[src/rtl/dac_play_sched.sv]
// Playback scheduler: pulls words from the UDP word FIFO and paces four byte
// strobes per word into the serializer. Optional mid-scale fill: DAC_ZERO_FILL_EN.
module dac_play_sched #(
  parameter int DIV_W = 16,
  parameter int CNT_W = 32
) (
  input  logic             clk,
  input  logic             rst_n,
  input  logic             play_start,
  input  logic             play_stop,
  input  logic [DIV_W-1:0] rate_div,
  input  logic             fifo_empty,
  input  logic [31:0]      fifo_rd_data,
  output logic             fifo_rd_en,
  output logic             conv_en,
  output logic [31:0]      conv_data,
  output logic             busy,
  output logic             underrun,
  output logic [CNT_W-1:0] byte_cnt,
  output logic [CNT_W-1:0] underrun_cnt
);

  typedef enum logic [1:0] {IDLE, FETCH, LOAD, PLAY} state_t;

  state_t           state, state_nxt;
  logic [DIV_W-1:0] div_q, tick_cnt;
  logic [1:0]       byte_idx;
  logic             stop_pending, tick, start_ok;
  logic             load_word, fill, hold_load;

`ifdef DAC_ZERO_FILL_EN
  logic [31:0] hold_data;
  logic        hold_vld;
`endif

  assign busy     = (state != IDLE);
  assign tick     = busy && (tick_cnt == div_q);
  assign start_ok = (state == IDLE) && play_start && !play_stop;

  always_comb begin
    state_nxt  = state;
    fifo_rd_en = 1'b0;
    conv_en    = 1'b0;
    underrun   = 1'b0;
    load_word  = 1'b0;
    fill       = 1'b0;
    hold_load  = 1'b0;
    unique case (state)
      IDLE: if (start_ok) state_nxt = FETCH;
      FETCH: begin
        underrun = tick;
        if (stop_pending) state_nxt = IDLE;
`ifdef DAC_ZERO_FILL_EN
        // A tick here means no word is ready; no read is issued once fill starts.
        else if (tick) begin
          fill      = 1'b1;
          conv_en   = 1'b1;
          state_nxt = PLAY;
        end
`endif
        else if (!fifo_empty) begin
          fifo_rd_en = 1'b1;
          state_nxt  = LOAD;
        end
      end
      LOAD: begin
        underrun  = tick;
        state_nxt = PLAY;
`ifdef DAC_ZERO_FILL_EN
        if (tick) begin
          fill    = 1'b1;
          conv_en = 1'b1;
        end else begin
          load_word = 1'b1;
        end
`else
        load_word = 1'b1;
`endif
      end
      PLAY: if (tick) begin
        conv_en = 1'b1;
        if (byte_idx == 2'd3) begin
          state_nxt = stop_pending ? IDLE : FETCH;
`ifdef DAC_ZERO_FILL_EN
          // A word read before the fill began plays right after it.
          if (hold_vld) begin
            hold_load = 1'b1;
            state_nxt = PLAY;
          end
`endif
        end
      end
      default: state_nxt = IDLE;
    endcase
  end

  always_ff @(posedge clk or negedge rst_n) begin
    if (!rst_n) begin
      state        <= IDLE;
      div_q        <= '0;
      tick_cnt     <= '0;
      stop_pending <= 1'b0;
      byte_cnt     <= '0;
      underrun_cnt <= '0;
    end else begin
      state <= state_nxt;
      if (start_ok) begin
        div_q        <= (rate_div < DIV_W'(2)) ? DIV_W'(2) : rate_div;
        tick_cnt     <= '0;
        stop_pending <= 1'b0;
        byte_cnt     <= '0;
        underrun_cnt <= '0;
      end else begin
        if (busy) tick_cnt <= tick ? '0 : tick_cnt + 1'b1;
        if (busy && play_stop) stop_pending <= 1'b1;
        if (conv_en && (byte_cnt != '1)) byte_cnt <= byte_cnt + 1'b1;
        if (underrun && (underrun_cnt != '1)) underrun_cnt <= underrun_cnt + 1'b1;
      end
    end
  end

  always_ff @(posedge clk or negedge rst_n) begin
    if (!rst_n) begin
      conv_data <= '0;
      byte_idx  <= '0;
    end else if (load_word) begin
      conv_data <= fifo_rd_data;
      byte_idx  <= '0;
    end else if (fill) begin
      conv_data <= 32'h8080_8080;
      byte_idx  <= 2'd1;
`ifdef DAC_ZERO_FILL_EN
    end else if (hold_load) begin
      conv_data <= hold_data;
      byte_idx  <= '0;
`endif
    end else if (conv_en) begin
      byte_idx <= byte_idx + 1'b1;
    end
  end

`ifdef DAC_ZERO_FILL_EN
  always_ff @(posedge clk or negedge rst_n) begin
    if (!rst_n) begin
      hold_data <= '0;
      hold_vld  <= 1'b0;
    end else if (start_ok || hold_load) begin
      hold_vld <= 1'b0;
    end else if (fill && (state == LOAD)) begin
      hold_data <= fifo_rd_data;
      hold_vld  <= 1'b1;
    end
  end
`endif

endmodule

[config.mk]
export PLATFORM = sky130hd
export DESIGN_NAME = dac_play_sched
export DESIGN_NICKNAME = d
export VERILOG_FILES = /design/src/rtl/dac_play_sched.sv
export SDC_FILE = /design/constraint.sdc
export NUM_CORES = 1
export LEC_CHECK = 0
export CAP_MARGIN = 25
export CELL_PAD_IN_SITES_DETAIL_PLACEMENT = 0
export CELL_PAD_IN_SITES_GLOBAL_PLACEMENT = 1
export CORE_UTILIZATION = 42
export DETAILED_ROUTE_END_ITERATION = 8
export GPL_ROUTABILITY_DRIVEN = 1
export PLACE_DENSITY_LB_ADDON = 0.1
export SYNTH_ARGS = -nofsm -noshare
export SYNTH_HDL_FRONTEND = slang
export SYNTH_SLANG_ARGS = --single-unit
[constraint.sdc]
create_clock -name clk -period 5.2 [get_ports clk]
set_clock_uncertainty 0.05 [all_clocks]
set_input_delay 1.04 -clock clk [delete_from_list [all_inputs] [get_ports clk]]
set_output_delay 1.04 -clock clk [all_outputs]
set_load 0.05 [all_outputs]
## Word level (Yosys, flattened, before mapping)

Index checks and enable logic that the tools add are counted.

- Mux-type cells: 26
- Reduce and logical (&&, ||, !) cells: 16
- $lt $le $gt $ge: 1
- Add/sub/neg operators: 4
- Eq/ne operators: 11

Operator list:

| kind | number |
|---|---|
| $mux W32 | 4 |
| $add A32 B1 Y32 const B | 2 |
| $mux W16 | 4 |
| $ne A32 B32 Y1 const B | 2 |
| $add A16 B1 Y16 const B | 1 |
| $eq A16 B16 Y1 | 1 |
| $lt A16 B2 Y1 const B | 1 |
| $mux W2 | 7 |
| $reduce_bool A2 Y1 | 6 |
| $mux W1 | 10 |
| $pmux W2 S4 | 1 |
| $eq A2 B2 Y1 const B | 3 |
| $logic_and A1 B1 Y1 | 6 |
| $ne A2 B2 Y1 const B | 3 |
| $reduce_and A4 Y1 | 1 |
| $ne A3 B3 Y1 const B | 1 |
| $add A2 B1 Y2 const B | 1 |
| $eq A2 B1 Y1 const B | 1 |
| $logic_not A2 Y1 | 1 |
| $reduce_or A2 Y1 | 1 |
| $logic_not A1 Y1 | 1 |

- Logic and storage cells: 66
- Bits of input ports: 53
- Bits in registers: 133
- Output and inout bits: 100

## Longest topological paths before layout

Gate-level depths: netlist (run 1).

- Depth in word-level cells: 7
- Depth in mapped cells: 11
- Depth with buffers taken out: 8

## Worst setup path before layout (run 1)

OpenSTA, ideal clock, no wires.

- Kind: flip-flop to output port
- Start: register state[0]
- End: output port underrun
- Arrival time: 2442 ps
- Setup slack: 1668 ps
- Path buffers: 2
- Required time: 4110 ps
- Cell stages (with the launch flop): 9
- Path through: dfrtp_1 inv_1 ha_1 inv_1 o2111a_1 and4_1 clkbuf_1 clkbuf_1 and3_1

- Cells in the longest elaborated chain, start to end: 3
- Elaborated cells on any way between the ends: 6
- Those cells by class: eq/ne (2); mux (1); reduce/logical (3)

Ends and longest elaborated chain:

| element | line | text |
|---|---|---|
| start: declaration | 25 | `state_t state, state_nxt;` |
| start signal: assignment | 106 | `state <= state_nxt;` |
| $reduce_bool A2 Y1 | 36 | `assign busy = (state != IDLE);` |
| named net busy | 17 | `output logic busy,` |
| $logic_and A1 B1 Y1 | 37 | `assign tick = busy && (tick_cnt == div_q);` |
| $mux W1 | 48 | `unique case (state)` |
| end: declaration | 18 | `output logic underrun,` |

The timed path passes the listed nets, and every way through them passes these cells.

## Final worst setup path (run 1)

- Start: register state[0]
- End: output port conv_en

- Cells in the longest elaborated chain, start to end: 4
- Elaborated cells on any way between the ends: 5
- Those cells by class: eq/ne (1); mux (2); reduce/logical (2)

Ends and longest elaborated chain:

| element | line | text |
|---|---|---|
| $reduce_bool A2 Y1 | 36 |  |
| $logic_and A1 B1 Y1 | 37 |  |
| $mux W1 | 80 | `PLAY: if (tick) begin` |
| $mux W1 (*) | 48 |  |
| end: declaration | 15 | `output logic conv_en,` |

Every way passes the cells marked *; elsewhere a longest branch is shown, timed or not.

==> flow_summary.json, run 1 <==
{
  "outcome": "completed",
  "drt_iter0_drc": 351,
  "pre_cts_slack_ns": 1.28,
  "synth_seq_area_share_pct": 48.7,
  "synth_top_area_share_pct": 48.7,
  "timing.reg2reg.setup_slack_ns": 2.04,
  "cts.sinks": 133,
  "synth_edf_count": 0,
  "grt.overflow.total": 0,
  "critPathRequiredTime_ns": 4.11,
  "die_h_um": 130,
  "power_density_nw_per_um2": 456,
  "io_buffer_count": 152,
  "tightest_slew_ns": 0.953,
  "min-delay-start": "div_q[11]",
  "synth_area_um2": 6830,
  "crit_type": "register to output port",
  "cap_violations": 0,
  "ff2ff_path_depth": 9,
  "setup_viol_count_final": 0,
  "insertion_delay_ns": 0.41,
  "async_flop_share_pct": 100,
  "clk_pin_slew_ns": 0.06,
  "whs_ns": 0.449,
  "synth_mux_area_share_pct": 7.21,
  "clock-root-buffer": "clkbuf_16",
  "synth_commonest_cells": "133 x dfrtp_1, 98 x nand2_1, 48 x a21oi_1, 40 x nand3_1, 38 x nor2_1",
  "end_kind": "output port",
  "diodes": 0,
  "grt_max_degree": 53,
  "die_x_um": 130,
  "multi_input_area_um2": 3290,
  "clockBufferDepth": 2,
  "period_needed_ns": 4.36,
  "critPathMaxFanout": 12,
  "setup_ws_ns": 0.843,
  "arrival_ns": 3.27,
  "firstDrtPassIters": 6,
  "r2r-start": "state[0]",
  "io_pins": 153,
  "syn-num-nets": 775,
  "yosysWarnings": 0,
  "via_per_inst": 5.57,
  "gp_congestion": 0.816,
  "syn_to_final_growth_pct": 33.5,
  "r2r-end": "underrun_cnt[9]",
  "slew_violations": 0,
  "yosysMostFrequentCell": "dfrtp_1",
  "ys_seq_elements": 133,
  "cts_resized": 0,
  "die_area_um2": 16800,
  "synth_cell_types": 52,
  "crit_top_cell": "inv_1",
  "cts_max_level": 4,
  "fin_setup_tns_ns": 0,
  "synth.area.top_cells": "dfrtp_1 49%, mux2_2 5.6%, nand2_1 5.4%, a21oi_1 3.5%, nand3_1 2.9%",
  "finalInstanceArea_um2": 9130,
  "fmaxAchievable_mhz": 229,
  "routedWlPerCell_um": 16.6,
  "synth-xor-area-share_pct": 3.08,
  "vias": 6080,
  "postSynthCellCount": 713,
  "critPathLaunchType": "register",
  "start_util_pct": 43.0,
  "cts_buffers": 17,
  "cp_cell_sequence": "inv_1 > ha_1 > inv_1 > o2111a_1 > nand4_1 > buf_4 > nor2_1 > clkdlybuf4s50_1",
  "core_um2": 15900,
  "ys.flop_type": "dfrtp_1",
  "avgSynthCellArea_um2": 9.58,
  "synth_top_family_by_area": "simple AND/OR/NAND/NOR gates",
  "p_total_mw": 4.16,
  "synth-adder-area-share_pct": 1.65,
  "dp_hpwl_mm": 13.0,
  "slew_headroom_pct": 36.5,
  "hp-class": "register to register",
  "vdd_drop_max_v": 0.000407,
  "row_count": 46,
  "fill_cells": 1427,
  "dpl.cell_count": 1060,
  "drive_gt1_share_pct": 10.5,
  "postCtsSetupRepairBufs": 0,
  "period_share_pct": 83.8,
  "track_usage_pct": 22.5,
  "final_nets": 925,
  "critical_path.slowest_cell": "clkdlybuf4s50_1",
  "seq_area_um2": 3330,
  "wl_mm": 18.1,
  "final_util_pct": 57.4,
  "synth_compound_area_share_pct": 12.4,
  "power.static_leakage_nw": 3.69,
  "whs_path_depth": 2,
  "grt_pass1_wl_mm": 29.6,
  "yosysTopAreaCell": "dfrtp_1",
  "slowest_delay_ns": 0.93,
  "drcViolationCount": 0,
  "grt_pass1_vias": 5930,
  "antenna_found_initial": 0,
  "final_cells": 1092,
  "rsz0062_at_grt": "false",
  "antenna_left": 0,
  "postCtsHoldBufs": 0,
  "placed_area_um2": 8580,
  "synthSimpleGateAreaFrac_pct": 23.8,
  "finalHoldViolCount": 0,
  "holdPathEnd": "div_q[11]",
  "cts_tree": "yes"
}
## per-layer routing
layer	vias up	routed length, µm	track usage [%]
met3	22	995	6.23
met2	173	8580	36.3
met5	-	0	0
met4	0	249	6.70
li1	2911	-	-
met1	2974	8300	29.4
## cells by family (layout without fill, tap and decap cells)
family / count (synthesis) / count (layout)
AOI/OAI and AO/OA: 137 / 137
xor gates and xnor gates: 24 / 24
adders and majority gates: 9 / 9
buffers and inverters: 53 / 216
DFF: 133 / 133
muxes: 45 / 45
and+or+nand+nor: 312 / 312
## worst max path at each step
stage	end	slack [ns]	depth (start not counted)	startpoint
floorplan	underrun	1.67	8	state[0]
global placement	conv_en	1.38	8	state[0]
detailed placement	conv_en	1.28	8	state[0]
CTS	conv_en	0.82	8	state[0]
global route	conv_en	0.63	8	state[0]
finish	conv_en	0.84	8	state[0]
## critical path, delay by kind of cell, from the launching register on
family | cells | cell delay, ns
buffers and inverters | 4 | 1.40
AND/OR/NAND/NOR | 2 | 0.50
flip-flops | 1 | 0.40
adder cells (fa/ha/maj) | 1 | 0.35
AO/OA/AOI/OAI | 1 | 0.20
## state kept, by name, summed over array words and instances, names as in the netlist, named ones only
name          cells
byte_cnt         32
conv_data        32
underrun_cnt     32
div_q            16
tick_cnt         16
byte_idx          2
state             1
stop_pending      1
## layout by cell type, fill, tap and decap left out, drive strengths merged, types with 11 or more instances in the layout
master / Yosys / layout
a21oi: 48 / 48
buf: 9 / 13
clkbuf: 24 / 17
clkdlybuf4s50: 0 / 151
dfrtp: 133 / 133
inv: 20 / 26
mux2: 34 / 34
mux2i: 11 / 11
nand2: 98 / 98
nand3: 40 / 40
nand4: 22 / 22
nor2: 38 / 38
nor3: 14 / 14
nor4: 16 / 16
o21ai: 40 / 40
or3: 29 / 29
or4: 18 / 18
xor2: 14 / 14
## where the power goes
part | internal [mW] | switching, mW
clock network | 0.619 | 0.488
logic | 0.588 | 1.02
registers | 1.27 | 0.176
## final cells by class
| type | instances | area share [%] |
|---|---|---|
| Clock inverter | 15 | 1.34 |
| Multi-Input combinational cell | 527 | 36.0 |
| Tap cell | 216 | 2.96 |
| Clock buffer | 17 | 4.66 |
| Sequential cell | 133 | 36.5 |
| Inverter | 20 | 0.823 |
| Timing Repair Buffer | 164 | 17.7 |
Power figures use the tool's default switching activity.
==> run 2: changes to the inputs <==
- CORE_UTILIZATION: 42 -> 35
- clock period: 5.2 -> 3.65 ns (I/O delays scaled with it)
==> flow_summary.json, run 2 (synthesis results as in run 1) <==
{
  "outcome": "completed",
  "syn_to_final_growth_pct": 36.5,
  "final_common_cell": "clkdlybuf4s50_1",
  "clockBufferDepth": 2,
  "setup_viol_count_final": 0,
  "die_area_um2": 20100,
  "firstDrtPassIters": 5,
  "track_usage_pct": 20.3,
  "fin_setup_tns_ns": 0,
  "pre_cts_slack_ns": 0.778,
  "dp_hpwl_mm": 14.0,
  "core_um2": 18900,
  "postCtsSetupRepairBufs": 0,
  "cts_max_level": 4,
  "ff2ff_path_depth": 9,
  "reg_top3": "byte_cnt: 32 flops, conv_data: 32 flops, underrun_cnt: 32 flops",
  "cp_cell_sequence": "inv_1 > ha_1 > inv_1 > o2111a_1 > and4_1 > and3_1 > buf_12",
  "critical_path.slowest_cell": "dfrtp_1",
  "arrival_ns": 2.53,
  "insertion_delay_ns": 0.41,
  "slew_violations": 0,
  "wl_mm": 19.2,
  "tightest_slew_ns": 0.746,
  "clock-root-buffer": "clkbuf_16",
  "timing.reg2reg.setup_slack_ns": 0.73,
  "postCtsHoldBufs": 0,
  "die_h_um": 142,
  "critPathRequiredTime_ns": 2.87,
  "fmaxAchievable_mhz": 302,
  "start_util_pct": 36.2,
  "clk_pin_slew_ns": 0.06,
  "hp-class": "input port to asynchronous set/reset pin",
  "power_density_nw_per_um2": 664,
  "antenna_left": 0,
  "via_per_inst": 5.31,
  "period_share_pct": 90.7,
  "layout_common_cells": "149 x clkdlybuf4s50_1, 133 x dfrtp_1, 98 x nand2_1",
  "grt_pass1_wl_mm": 32.0,
  "final_nets": 928,
  "cts_resized": 0,
  "period_needed_ns": 3.31,
  "power.static_leakage_nw": 3.78,
  "cts.sinks": 133,
  "vdd_drop_max_v": 0.000548,
  "grt.overflow.total": 0,
  "setup_ws_ns": 0.338,
  "crit_type": "register to output port",
  "drive_gt1_share_pct": 10.8,
  "end_kind": "output port",
  "drcViolationCount": 0,
  "vias": 6051,
  "cts_tree": "yes",
  "drt_iter0_drc": 320,
  "routedWlPerCell_um": 16.9,
  "r2r-end": "underrun_cnt[15]",
  "critPathLaunchType": "register",
  "slew_headroom_pct": 50.3,
  "cap_violations": 0,
  "io_pins": 153,
  "antenna_found_initial": 0,
  "rsz0062_at_grt": "false",
  "die_x_um": 142,
  "critPathMaxFanout": 12,
  "row_count": 50,
  "diodes": 0,
  "fill_cells": 1761,
  "crit_top_cell": "inv_1",
  "slowest_delay_ns": 0.42,
  "cts_buffers": 17,
  "grt_max_degree": 54,
  "grt_pass1_vias": 6107,
  "io_buffer_count": 152,
  "gp_congestion": 0.791,
  "finalHoldViolCount": 0
}
## run 2: cell types whose count changed in the layout (fill, tap and decap cells not counted), moves of 2 or more
cell / delta
buf_12: +5
clkinvlp_4: -5
bufinv_16: +4
inv_6: -4
buf_4: +2
clkbuf_1: +2
clkdlybuf4s50_1: -2
clkinv_2: +2
## run 2: area by class of cell
cell class	count	area, µm²	share of cell area, %
flip-flops and latches	133	3330	35.7
well taps	260	325	3.49
multi-input cells	527	3290	35.3
inverters	20	75.1	0.805
clock buffers	20	447	4.79
repair buffers	167	1690	18.1
clock inverters	12	178	1.90
## run 2: worst max-delay path, delay by kind of cell (launching register included)
family                     cells  cell delay (ns)
AOI/OAI and AO/OA              1             0.21
adders and majority gates      1             0.34
buffers and inverters          3             0.44
DFF                            1             0.42
and+or+nand+nor                2             0.71
## run 2: metal layers
layer | track usage (%) | wire, µm
met5 | 0 | 0
met4 | 4.30 | 163
met3 | 6.82 | 1210
met2 | 33.1 | 9190
met1 | 26.0 | 8640
## run 2: worst max-delay path by stage
stage | slack [ns] | cells past startpoint | startpoint | end
after global routing | 0.17 | 7 | register | underrun
final | 0.34 | 7 | register | underrun
after CTS | 0.34 | 7 | register | underrun
after floorplan | 0.43 | 8 | state[0] | underrun
after global placement | 0.79 | 3 | fifo_empty | fifo_rd_en
after detailed placement | 0.78 | 9 | state[0] | underrun_cnt[15]
## run 2: stage by stage
stage / instance area [µm²] / std cells / total power [mW] / hold slack (ns) / utilization (%)
detailed placement: 8710 / 1107 / 4.41 / 0.439 / 46.1
CTS: 9330 / 1139 / 6.27 / 0.354 / 49.4
global placement: 8710 / 1107 / 4.36 / 0.440 / 46.1
finish: 9330 / 1139 / 6.19 / 0.333 / 49.4
floorplan: 6830 / 713 / 3.57 / 0.384 / -
global route: 9330 / 1139 / 6.52 / 0.373 / 49.4
## run 2: power breakdown
| group | internal [mW] | leakage [nW] | total (mW) | switching [mW] |
|---|---|---|---|---|
| Sequential | 1.81 | 1.76 | 2.07 | 0.259 |
| Clock | 1.16 | 0.304 | 1.82 | 0.657 |
| Combinational | 0.844 | 1.72 | 2.31 | 1.46 |
| Total | 3.82 | 3.78 | 6.19 | 2.38 |
